--- src/rtl/data_generation_multi.sv ---
// Multi-channel stepped value generator with per-channel arm/advance strobes.
// Optional bounce mode is built only when DATA_GEN_BOUNCE_EN is defined.
module data_generation_multi #(
  parameter int WIDTH = 8,
  parameter int N_CH  = 4,
  parameter int START = 120,
  parameter int STOP  = 136,
  parameter int STEP  = 4
) (
  input  logic                  clk,
  input  logic                  reset,
  input  logic [N_CH-1:0]       map,
  input  logic                  restart,
  input  logic [1:0]            mode,
  output logic [N_CH-1:0]       data_en,
  output logic [N_CH*WIDTH-1:0] data,
  output logic [N_CH-1:0]       wrap,
  output logic [N_CH-1:0]       done
);

  // Channel direction (only with DATA_GEN_BOUNCE_EN):
  // state    | meaning
  // DIR_UP   | channel steps upward toward STOP
  // DIR_DOWN | bounce mode, channel steps downward toward START

  localparam logic [1:0] MODE_ONESHOT = 2'd2;

  localparam logic [WIDTH-1:0] START_V = WIDTH'(START);
  localparam logic [WIDTH-1:0] STEP_V  = WIDTH'(STEP);
  localparam logic [WIDTH:0]   STOP_X  = (WIDTH+1)'(STOP);
  localparam logic [WIDTH:0]   STEP_X  = (WIDTH+1)'(STEP);

`ifdef DATA_GEN_BOUNCE_EN
  localparam logic [1:0] MODE_BOUNCE = 2'd1;
  localparam logic [WIDTH:0] START_X = (WIDTH+1)'(START);

  typedef enum logic {DIR_UP, DIR_DOWN} dir_t;

  dir_t dir_q [N_CH];
  dir_t dir_d [N_CH];
  logic bounce_sel;

  assign bounce_sel = (mode == MODE_BOUNCE);
`endif

  logic [WIDTH-1:0] val_q [N_CH];
  logic [WIDTH-1:0] val_d [N_CH];
  logic [N_CH-1:0]  en_q, en_d;
  logic [N_CH-1:0]  wrap_q, wrap_d;
  logic [N_CH-1:0]  done_q, done_d;

  always_ff @(posedge clk) begin
    if (reset) begin
      en_q   <= '0;
      wrap_q <= '0;
      done_q <= '0;
      for (int i = 0; i < N_CH; i++) begin
        val_q[i] <= START_V;
`ifdef DATA_GEN_BOUNCE_EN
        dir_q[i] <= DIR_UP;
`endif
      end
    end else begin
      en_q   <= en_d;
      wrap_q <= wrap_d;
      done_q <= done_d;
      for (int i = 0; i < N_CH; i++) begin
        val_q[i] <= val_d[i];
`ifdef DATA_GEN_BOUNCE_EN
        dir_q[i] <= dir_d[i];
`endif
      end
    end
  end

  always_comb begin
    en_d   = en_q;
    wrap_d = '0;
    done_d = done_q;
    for (int i = 0; i < N_CH; i++) begin
      val_d[i] = val_q[i];
`ifdef DATA_GEN_BOUNCE_EN
      // Leaving bounce mode snaps the channel back to upward stepping.
      dir_d[i] = bounce_sel ? dir_q[i] : DIR_UP;
`endif
      if (restart) begin
        val_d[i]  = START_V;
        en_d[i]   = 1'b0;
        done_d[i] = 1'b0;
`ifdef DATA_GEN_BOUNCE_EN
        dir_d[i]  = DIR_UP;
`endif
      end else if (map[i] && !done_q[i]) begin
        if (!en_q[i]) begin
          en_d[i] = 1'b1;
        end
`ifdef DATA_GEN_BOUNCE_EN
        else if (bounce_sel && (dir_q[i] == DIR_DOWN)) begin
          if ({1'b0, val_q[i]} < (START_X + STEP_X)) begin
            dir_d[i]  = DIR_UP;
            val_d[i]  = val_q[i] + STEP_V;
            wrap_d[i] = 1'b1;
          end else begin
            val_d[i] = val_q[i] - STEP_V;
          end
        end
`endif
        else if (({1'b0, val_q[i]} + STEP_X) > STOP_X) begin
          case (mode)
            MODE_ONESHOT: begin
              done_d[i] = 1'b1;
              wrap_d[i] = 1'b1;
            end
`ifdef DATA_GEN_BOUNCE_EN
            MODE_BOUNCE: begin
              dir_d[i]  = DIR_DOWN;
              val_d[i]  = val_q[i] - STEP_V;
              wrap_d[i] = 1'b1;
            end
`endif
            default: begin
              val_d[i]  = START_V;
              wrap_d[i] = 1'b1;
            end
          endcase
        end else begin
          val_d[i] = val_q[i] + STEP_V;
        end
      end
    end
  end

  always_comb begin
    data = '0;
    for (int i = 0; i < N_CH; i++) begin
      data[i*WIDTH +: WIDTH] = val_q[i];
    end
  end

  assign data_en = en_q;
  assign wrap    = wrap_q;
  assign done    = done_q;

endmodule

--- config.mk ---
export PLATFORM = sky130hd
export DESIGN_NAME = data_generation_multi
export DESIGN_NICKNAME = d
export VERILOG_FILES = /design/src/rtl/data_generation_multi.sv
export SDC_FILE = /design/constraint.sdc
export NUM_CORES = 1
export LEC_CHECK = 0
export BUFFER_PORTS_ARGS = -buffer_cell sky130_fd_sc_hd__buf_2
export CAP_MARGIN = 20
export CORE_MARGIN = 2
export CORE_UTILIZATION = 58
export CTS_CLUSTER_DIAMETER = 150
export DETAILED_ROUTE_END_ITERATION = 8
export PLACE_DENSITY = 0.94
export SLEW_MARGIN = 20
export SYNTH_ARGS = -nofsm -noshare
export SYNTH_HDL_FRONTEND = slang
export SYNTH_SLANG_ARGS = --single-unit
--- constraint.sdc ---
create_clock -name clk -period 3.2 [get_ports clk]
set_input_delay 0.32 -clock clk [delete_from_list [all_inputs] [get_ports clk]]
set_output_delay 0.32 -clock clk [all_outputs]
set_load 0.01 [all_outputs]
Word-level counts from Yosys, hierarchy flattened

Memory sizes are Yosys's and may differ from the RTL's.
Index checks and enable logic that the tools add are counted.

Register bits after elaboration: 12
Memory bits (writable): 32
Input port bits: 9
Logic and storage cells: 86
Memories: 1

$add $sub $neg: 8
$lt $le $gt $ge: 4
Eq/ne operators: 1
Muxes and demuxes: 31
Bitwise gates (word level): 12
Reductions and logical operators: 17

Memories:

| memory | words | width | rd ports | clocked after memory_dff | wr ports | line | RTL |
|---|---|---|---|---|---|---|---|
| val_q  | 4     | 8     | 4        | 0                        | 4        | 46   | `logic [WIDTH-1:0] val_q [N_CH];` |

Operators by type and width:

| kind                  | count |
|---|---|
| $mux W8               | 24 |
| $add A8 B3 Y9 const B | 4 |
| $gt A9 B8 Y1 const B  | 4 |
| $add A8 B3 Y8 const B | 4 |
| $reduce_and A4 Y1     | 4 |
| $reduce_or A4 Y1      | 4 |
| $not A1 Y1            | 8 |
| $mux W1               | 7 |
| $logic_and A1 B1 Y1   | 4 |
| $logic_not A1 Y1      | 4 |
| $or A1 B1 Y1          | 4 |
| $eq A2 B2 Y1 const B  | 1 |
| $reduce_or A2 Y1      | 1 |

Logic depth before layout (Yosys ltp)

Word-level depth: 7
Gate-level depth with buffers: 8

Worst setup path before layout

No wires, ideal clock.

Path type: register to register
Start: memory val_q[0][3]
End: register done_q[0], in the netlist done[0]
Library setup time: 0.071 ns
Data arrival time: 1.948 ns
Required time: 3.129 ns
Slack: 1.182 ns
Stages on the path, launching flop included: 9
Clock period less this slack: 2.018 ns
Cell sequence: dfxtp_1 -> inv_1 -> ha_1 -> o211ai_1 -> o32ai_2 -> o311ai_2 -> nor2_2 -> or3_1 -> a21oi_1

RTL lines:

| element              | line | RTL |
|---|---|---|
| from (decl)          | 46   |  |
| to (signal assigned) | 66   | `done_q <= done_d;` |
| to (decl)            | 50   | `logic [N_CH-1:0] done_q, done_d;` |

==> flow_metrics.tcl <==
set metrics [dict create \
    status "complete, no violations" \
    worstPathRequired_ns 3.36 \
    post-route-period-util_pct 68.4 \
    place_congestion 0.946 \
    grt_pass1_wl_mm 8.00 \
    cts_resized 0 \
    cts.sink_count 36 \
    synth_ff_type "dfxtp_1" \
    rr_worst_depth 8 \
    vias 2056 \
    hold_start "map[1]" \
    synth.most_common_cell "dfxtp_1" \
    dp_hpwl_mm 3.52 \
    power_density_nw_per_um2 338 \
    min_path_type "input pin to register" \
    worstReg2RegStart "val_q[3][3]" \
    critPathLaunchType "register" \
    synth-async-reset-ratio_pct 0 \
    finalInstanceArea_um2 2540 \
    synth_warnings 0 \
    setup_tns_ns 0 \
    worstSkewPairLatency_ns 0.29 \
    r2r_end "val_q[3][4]" \
    synth_area_leader_cell "dfxtp_1" \
    post-cts-setup-buffer-count 0 \
    cts-root-buf "clkbuf_8" \
    ant_nets 0 \
    rrSetupSlack_ns 1.01 \
    synth_common_cells "dfxtp_1 (36), a21oi_1 (23), nor2_1 (19)" \
    cts_buffer_depth 2 \
    drive_gt1_share_pct 27.7 \
    n_antenna_cell 0 \
    grt.total_usage_pct 23.2 \
    synth-seq-area-share_pct 31.9 \
    rsz0062_at_grt "no" \
    instances_no_fill 348 \
    die_area_um2 4400 \
    worstPathMaxFanout 6 \
    final_max_slew_viol_count 0 \
    synthDominantCellAreaShare_pct 31.9 \
    critPathArrivalTime_ns 2.35 \
    postPlaceCellArea_um2 2440 \
    viasPerCell 5.91 \
    fin_ws_ns 1.01 \
    grt_pass1_vias 1834 \
    numPortBuffers 44 \
    clkTransAtPathRegs_ns 0.07 \
    post-place-cells 341 \
    crit_start "val_q[3][3]" \
    finClkSkew_ns 0.00750 \
    report.final.hold_viol_count 0 \
    cap_violations 0 \
    cts_buffers 5 \
    drt-wirelength-per-cell_um 13.8 \
    path_class "register to register" \
    antenna_found_initial 0 \
    fin_nets 317 \
    avgSynthCellArea_um2 8.64 \
    area_growth_pct 12.5 \
    power.total_w 0.000858 \
    ctsHoldBuffers 0 \
    max_freq_mhz 457 \
    end_kind "register" \
    synth_edf_count 0 \
    htreeDepth 2 \
    synth_area_um2 2260 \
    core_um2 3690 \
    grt_max_degree 20 \
    wl_mm 4.82 \
    fin_crit_ns 2.19 \
    p_leak_nw 1.12 \
    netlist_instances 261 \
    synthDistinctLibCells 70 \
    fp.dieW_um 66.4 \
    relSlewSlack_pct 66.6 \
    drcViolationCount 0 \
    synth-seq-cells 36 \
    dp_slack_ns 1.05 \
    start_util_pct 61.2 \
    first_pass_iters 4 \
    die_y_um 66.4 \
    initialDrtViolationCount 175 \
    ios 53 \
    vdd_ir_drop_max_v 0.000291 \
    overflow 0 \
    rows 22 \
    setup_viol 0 \
    cp-endpoint "val_q[3][4]" \
    worst_pin_slew_ns 0.501 \
    tritoncts "built" \
    synthTopCellsByArea "dfxtp_1 (32%), a21oi_1 (5.1%), ha_1 (4.4%)" \
]
## where the power goes
group | switching [W] | leakage, nW | total, W | internal, W
registers | 0.00000369 | 0.291 | 0.000455 | 0.000451
clock network | 0.000152 | 0.0503 | 0.000343 | 0.000192
logic | 0.0000383 | 0.780 | 0.0000597 | 0.0000213
## worst min-delay path by stage
stage	endpoint	slack (ns)	depth (start not counted)
2_1_floorplan	data_en[1]	0.46	2
6_report	data_en[1]	0.28	3
5_1_grt	data_en[2]	0.31	3
4_1_cts	data_en[1]	0.28	3
3_5_place_dp	done[0]	0.48	2
3_3_place_gp	done[0]	0.46	2
## stage by stage
step | hold WS (ns) | utilization, %
2_1_floorplan | 0.465 | -
3_3_place_gp | 0.457 | 66.2
3_5_place_dp | 0.475 | 66.2
4_1_cts | 0.277 | 68.8
5_1_grt | 0.314 | 68.8
6_report | 0.282 | 68.8
## cells in the final DEF, fill, tap and decap left out, types with 2 or more instances in the layout
cell / instances
a21boi_0: 2
a21o_1: 4
a21oi_1: 23
a21oi_2: 2
a31oi_1: 2
a32o_1: 3
a32oi_1: 2
and2_1: 3
and3_1: 10
buf_2: 44
clkbuf_8: 7
conb_1: 8
dfxtp_1: 36
ha_1: 8
inv_1: 9
mux2_2: 3
nand2_1: 12
nand2b_1: 4
nand3_1: 12
nand3_2: 2
nand3b_1: 2
nor2_1: 19
nor2b_1: 3
nor3_1: 8
o211ai_1: 3
o21a_1: 8
o21ai_0: 12
o21ai_2: 2
o32ai_2: 2
or3_1: 4
or3_4: 2
xor2_1: 2
## cell families after synthesis
kind of cell | count (synthesis) | share of synthesized area, %
flip-flops | 36 | 31.9
AO/OA/AOI/OAI | 81 | 27.4
AND/OR/NAND/NOR | 98 | 24.7
multiplexers | 4 | 1.94
XOR/XNOR | 4 | 2.22
buffers and inverters | 29 | 7.15
other | 1 | 0.166
adder cells (fa/ha/maj) | 8 | 4.44
## layer usage
metal	part of all wire [%]	GRT usage, %	routed length [um]	up-vias
li1	-	-	-	1024
met1	45	28.9	2170	957
met2	47	38.8	2280	68
met3	6.4	5.11	307	7
met4	1.3	9.18	61	0
met5	0	0	0	-
## flip-flops by register name, indices dropped and copies added (netlist names)
register  count
done          4
wrap          4
val_q        24
data_en       4
## worst max-delay path, cell delays in order, from the launching register on
cell       delay (ns)
dfxtp_1          0.41
inv_1            0.10
ha_1             0.33
nor2_1           0.07
o32ai_2          0.29
o21ai_2          0.16
a2111oi_4        0.45
a32o_1           0.23
a21oi_1          0.04
## layout make-up
type | instances | area [um2]
fillers | 308 | 1150
clock buffers | 7 | 96.3
well taps | 48 | 60.1
flip-flops and latches | 36 | 721
repair buffers | 45 | 228
multi-input cells | 203 | 1400
inverters | 9 | 33.8
Power figures use the tool's default switching activity.
